**src/rtl/mem_port_arbiter.sv**
```systemverilog
// Shares one single-port SRAM between instruction fetch and the MEM-stage data port.
// Data requests win arbitration; each access owns the SRAM for MEM_LAT cycles, then pulses ready.
module mem_port_arbiter #(
  parameter int unsigned MEM_LAT = 4
) (
  input  logic        clk,
  input  logic        rst,
  input  logic        if_req,
  input  logic [31:0] if_addr,
  input  logic        flush,
  output logic [31:0] if_rdata,
  output logic        if_ready,
  input  logic        mem_rd,
  input  logic        mem_wr,
  input  logic [31:0] mem_addr,
  input  logic [31:0] mem_wdata,
  output logic [31:0] mem_rdata,
  output logic        mem_ready,
  output logic        sram_en,
  output logic        sram_we,
  output logic [31:0] sram_addr,
  output logic [31:0] sram_wdata,
  input  logic [31:0] sram_rdata,
  output logic        if_stall,
  output logic        mem_stall
);

  typedef enum logic [2:0] {
    IDLE,
    IF_ACC,
    DM_ACC,
    IF_DONE,
    DM_DONE
  } state_e;

  localparam logic [3:0] CNT_LOAD = 4'(MEM_LAT - 1);

  state_e      state_q, state_d;
  logic [3:0]  cnt_q, cnt_d;
  logic        flushed_q, flushed_d;
  logic        sram_en_q, sram_en_d;
  logic        sram_we_q, sram_we_d;
  logic [31:0] sram_addr_q, sram_addr_d;
  logic [31:0] sram_wdata_q, sram_wdata_d;
  logic [31:0] if_rdata_q, if_rdata_d;
  logic [31:0] mem_rdata_q, mem_rdata_d;
  logic        if_ready_q, if_ready_d;
  logic        mem_ready_q, mem_ready_d;

  always_comb begin
    // NOTE: every signal gets a default before the case so no path can leave it unassigned and infer a latch.
    state_d      = state_q;
    cnt_d        = cnt_q;
    flushed_d    = flushed_q;
    sram_en_d    = sram_en_q;
    sram_we_d    = sram_we_q;
    sram_addr_d  = sram_addr_q;
    sram_wdata_d = sram_wdata_q;
    if_rdata_d   = if_rdata_q;
    mem_rdata_d  = mem_rdata_q;
    if_ready_d   = 1'b0;
    mem_ready_d  = 1'b0;

    unique case (state_q)
      IDLE: begin
        if (mem_rd || mem_wr) begin
          state_d      = DM_ACC;
          cnt_d        = CNT_LOAD;
          sram_en_d    = 1'b1;
          sram_we_d    = mem_wr;
          sram_addr_d  = mem_addr;
          sram_wdata_d = mem_wdata;
        end else if (if_req && !flush) begin
          state_d      = IF_ACC;
          cnt_d        = CNT_LOAD;
          flushed_d    = 1'b0;
          sram_en_d    = 1'b1;
          sram_we_d    = 1'b0;
          sram_addr_d  = if_addr;
          sram_wdata_d = '0;
        end
      end

      IF_ACC: begin
        if (cnt_q == 4'd0) begin
          sram_en_d = 1'b0;
          sram_we_d = 1'b0;
          // A flush anywhere in the access still lets the SRAM cycle finish, but drops the result.
          if (flushed_q || flush) begin
            state_d = IDLE;
          end else begin
            state_d    = IF_DONE;
            if_rdata_d = sram_rdata;
            if_ready_d = 1'b1;
          end
        end else begin
          cnt_d     = cnt_q - 4'd1;
          flushed_d = flushed_q | flush;
        end
      end

      DM_ACC: begin
        if (cnt_q == 4'd0) begin
          state_d     = DM_DONE;
          sram_en_d   = 1'b0;
          sram_we_d   = 1'b0;
          mem_ready_d = 1'b1;
          if (!sram_we_q) mem_rdata_d = sram_rdata;
        end else begin
          cnt_d = cnt_q - 4'd1;
        end
      end

      IF_DONE, DM_DONE: state_d = IDLE;

      default: state_d = IDLE;
    endcase
  end

  always_ff @(posedge clk or posedge rst) begin
    if (rst) begin
      state_q      <= IDLE;
      cnt_q        <= '0;
      flushed_q    <= 1'b0;
      sram_en_q    <= 1'b0;
      sram_we_q    <= 1'b0;
      sram_addr_q  <= '0;
      sram_wdata_q <= '0;
      if_rdata_q   <= '0;
      mem_rdata_q  <= '0;
      if_ready_q   <= 1'b0;
      mem_ready_q  <= 1'b0;
    end else begin
      // NOTE: non-blocking updates so every register samples the pre-edge values of the others.
      state_q      <= state_d;
      cnt_q        <= cnt_d;
      flushed_q    <= flushed_d;
      sram_en_q    <= sram_en_d;
      sram_we_q    <= sram_we_d;
      sram_addr_q  <= sram_addr_d;
      sram_wdata_q <= sram_wdata_d;
      if_rdata_q   <= if_rdata_d;
      mem_rdata_q  <= mem_rdata_d;
      if_ready_q   <= if_ready_d;
      mem_ready_q  <= mem_ready_d;
    end
  end

  assign sram_en    = sram_en_q;
  assign sram_we    = sram_we_q;
  assign sram_addr  = sram_addr_q;
  assign sram_wdata = sram_wdata_q;
  assign if_rdata   = if_rdata_q;
  assign mem_rdata  = mem_rdata_q;
  // A flush arriving in the done cycle still has to cancel the fetch pulse.
  assign if_ready   = if_ready_q & ~flush;
  assign mem_ready  = mem_ready_q;

  assign mem_stall  = (mem_rd | mem_wr) & ~mem_ready;
  assign if_stall   = (if_req & ~if_ready) | mem_stall;

endmodule

```
**config.mk**
```make
export PLATFORM = sky130hd
export DESIGN_NAME = mem_port_arbiter
export DESIGN_NICKNAME = d
export VERILOG_FILES = /design/src/rtl/mem_port_arbiter.sv
export SDC_FILE = /design/constraint.sdc
export NUM_CORES = 1
export LEC_CHECK = 0
export CAP_MARGIN = 20
export CORE_ASPECT_RATIO = 0.8
export CORE_MARGIN = 2
export CORE_UTILIZATION = 44
export DETAILED_ROUTE_END_ITERATION = 16
export PLACE_DENSITY = 0.85
export SETUP_SLACK_MARGIN = 0.1
export SYNTH_ARGS = -nofsm -noshare
export SYNTH_HDL_FRONTEND = slang
export SYNTH_SLANG_ARGS = --single-unit
```
**constraint.sdc**
```tcl
create_clock -name clk -period 12.45 [get_ports clk]
set_input_delay 1.245 -clock clk [delete_from_list [all_inputs] [get_ports clk]]
set_output_delay 1.245 -clock clk [all_outputs]
set_load 0.01 [all_outputs]
```
==> impl_metrics.py <==
metrics = {
    "outcome": {
        "status": "complete, no violations",
    },
    "sta": {
        "slew_violations": 0,
        "final.period_utilization_pct": 34.11,
        "slew_headroom_pct": 40.99,
        "fin_worst_skew_ns": 0.01440,
        "fin_ws_ns": 8.203,
        "timing.final.crit_period_ns": 4.247,
        "timing.fmax_mhz": 235.5,
        "whs_ns": 0.4826,
        "rsz0062_at_grt": "false",
        "hold_violations": 0,
        "fin_setup_tns_ns": 0,
        "worst_pin_slew_ns": 0.8851,
        "setup_violations": 0,
    },
    "floorplan": {
        "die_y_um": 105.5,
        "io_pins": 268,
        "dieArea_mm2": 0.01381,
        "start_util_pct": 44.53,
        "core_mm2": 0.01273,
        "die_x_um": 130.9,
        "core.rowCount": 37,
    },
    "place": {
        "numPlacedInstances": 846,
        "port_buffers": 267,
        "dpl.hpwl_um": 11110,
        "gp_congestion": 0.8130,
        "place_ws_ns": 8.214,
        "postPlaceCellArea_mm2": 0.008463,
    },
    "worst_setup_path": {
        "crit_path_end_kind": "output port",
        "crit_required_ns": 11.20,
        "rr_worst_depth": 7,
        "reg2reg_to": "mem_rdata[24]$_DFFE_PP0P_",
        "r2r_slack_ns": 9.83,
        "crit_end": "if_stall",
        "critPathKind": "input pin to output port",
        "cp.arrival_ns": 3.00,
        "start_kind": "input pin",
        "crit_start": "mem_wr",
        "reg2reg_from": "cnt_q[0]$_DFFE_PP0P_",
        "cp_max_fo": 37,
    },
    "routing": {
        "drc": 0,
        "dr.first_iter.drc_count": 228,
        "postRouteAntennaNets": 0,
        "wl_per_cell_um": 17.55,
        "vias": 4465,
        "drt_pre_antenna_iters": 5,
        "routed_wl_um": 15440,
        "viasPerCell": 5.074,
    },
    "synth": {
        "syn-cell-area_mm2": 0.005669,
        "postSynthAreaPerCell_um2": 13.21,
        "synth_edf_count": 0,
        "synth.top_cell.area_share_pct": 61.80,
        "synthArstFlopShare_pct": 100.0,
        "ys.flop_type": "dfrtp_1",
        "syn-instance-count": 429,
        "yosysTopAreaCell": "dfrtp_1",
        "yosys_warnings": 0,
        "syn-num-nets": 565,
        "ys_seq_area_share_pct": 61.80,
        "ys_seq_elements": 140,
        "synth.distinct_cells": 39,
        "synth_area_leaders": "dfrtp_1 (62%), mux2_1 (12%), mux2i_1 (5.6%)",
    },
    "clocking": {
        "cts_hold_buf": 0,
        "clock_latency_ns": 0.42,
        "postCtsResizedCells": 0,
        "ctsLongestPathBuffers": 2,
        "numCtsBuffers": 17,
        "cts_setup_buffers": 0,
        "cts.sinks": 140,
        "h-tree-depth": 4,
        "clk_pin_slew_worst_paths_ns": 0.05,
        "cts_root_buffer": "clkbuf_16",
        "tritoncts": "built",
    },
    "final_layout": {
        "finish.utilization_pct": 71.69,
        "stdcell_count": 880,
        "num_antenna_cells": 0,
        "areaGrowthSynthToFinish_pct": 60.98,
        "final_net_count": 828,
        "drive_gt1_share_pct": 6.667,
        "fin_area_mm2": 0.009126,
    },
    "global_routing": {
        "grt_overflow": 0,
        "grt_pass1_vias": 4758,
        "grt_use_total_pct": 22.92,
        "antenna_found_initial": 0,
        "grt_pass1_wl_um": 24010,
        "grt_max_degree": 98,
    },
    "pwr": {
        "power.density_mw_per_mm2": 224.3,
        "leakagePower_nw": 4.024,
        "power_mw": 2.047,
        "irDropWorstVdd_mv": 0.1454,
    },
    "hold_path": {
        "min_path_type": "flop to flop",
    },
    "job": {
        "maxCapViolations": 0,
    },
}
-- how the worst min path moves through the flow --
stage,to,start,cells past startpoint
final,mem_rdata[2]$_DFFE_PP0P_,mem_rdata[2]$_DFFE_PP0P_,1
after global routing,if_rdata[7]$_DFFE_PP0P_,if_rdata[7]$_DFFE_PP0P_,1
after CTS,mem_rdata[2]$_DFFE_PP0P_,mem_rdata[2]$_DFFE_PP0P_,1
after detailed placement,mem_rdata[2]$_DFFE_PP0P_,mem_rdata[2]$_DFFE_PP0P_,1
after global placement,mem_rdata[29]$_DFFE_PP0P_,mem_rdata[29]$_DFFE_PP0P_,1
after floorplan,mem_ready$_DFF_PP0_,state_q[0]$_DFFE_PP0P_,1
-- synthesized netlist by cell type, types with 2 or more instances --
master	count
inv_1	5
mux2i_1	32
buf_8	3
a22o_1	33
o211ai_1	3
nor2b_1	4
ha_1	2
buf_2	7
mux2_2	4
nor2_1	11
dfrtp_1	140
nor3_1	2
buf_1	3
mux2_1	60
or2_1	2
a21oi_1	6
nand2_1	37
clkbuf_1	16
o21ai_1	36
o31ai_1	2
nand3_1	3
-- layer usage --
metal	vias to the layer above	routed length, um	global-route usage (%)
li1	2047	-	-
met1	2234	5913	25.42
met2	151	8123	40.14
met3	33	994	7.462
met4	0	413	9.726
met5	-	0	0
-- registers in the layout, indices dropped and copies added, names as in the netlist --
| name | cells |
|---|---|
| cnt_q | 4 |
| flushed_q | 1 |
| if_rdata | 32 |
| if_ready_q | 1 |
| mem_rdata | 32 |
| mem_ready | 1 |
| sram_addr | 32 |
| sram_en | 1 |
| sram_wdata | 32 |
| sram_we | 1 |
| state_q | 3 |
-- cell usage in the layout (no fill, tap or decap), drive strengths merged, types with 3 or more instances in the layout --
cell type	count
clkdlybuf4s50	267
dfrtp	140
mux2	64
nand2	37
o21ai	36
a22o	33
mux2i	32
clkbuf	23
nor2	11
buf	7
a21oi	6
inv	6
nor2b	4
clkinv	4
nand3	3
o211ai	3
clkinvlp	3
-- power by group --
group	leakage [nW]	internal, mW	switching (mW)	total, mW
Combinational	1.95	0.461	0.348	0.809
Clock	0.291	0.321	0.185	0.506
Sequential	1.78	0.629	0.103	0.732
-- layout make-up --
type	count	area, um2
Sequential cell	140	3503
Tap cell	175	219.0
Clock buffer	23	498.0
Multi-Input combinational cell	253	2003
Inverter	6	27.53
Clock inverter	9	110.1
Timing Repair Buffer	274	2765
Fill cell	870	3605
-- critical path: stages --
cell	delay, ns
clkdlybuf4s50_1	0.48
nor2_4	0.12
buf_4	0.52
o22ai_1	0.14
clkdlybuf4s50_1	0.49
-- cells by family (layout without fill, tap and decap cells) --
family                     after synthesis  after routing  synth area share [%]
AOI/OAI and AO/OA                       86             86                 10.28
DFF                                    140            140                 61.80
xor gates and xnor gates                 2              2                0.3090
muxes                                   96             96                 18.36
adders and majority gates                2              2                0.4413
buffers and inverters                   36            312                 3.200
and+or+nand+nor                         67             67                 5.606
(Power assumes the default switching activity.)
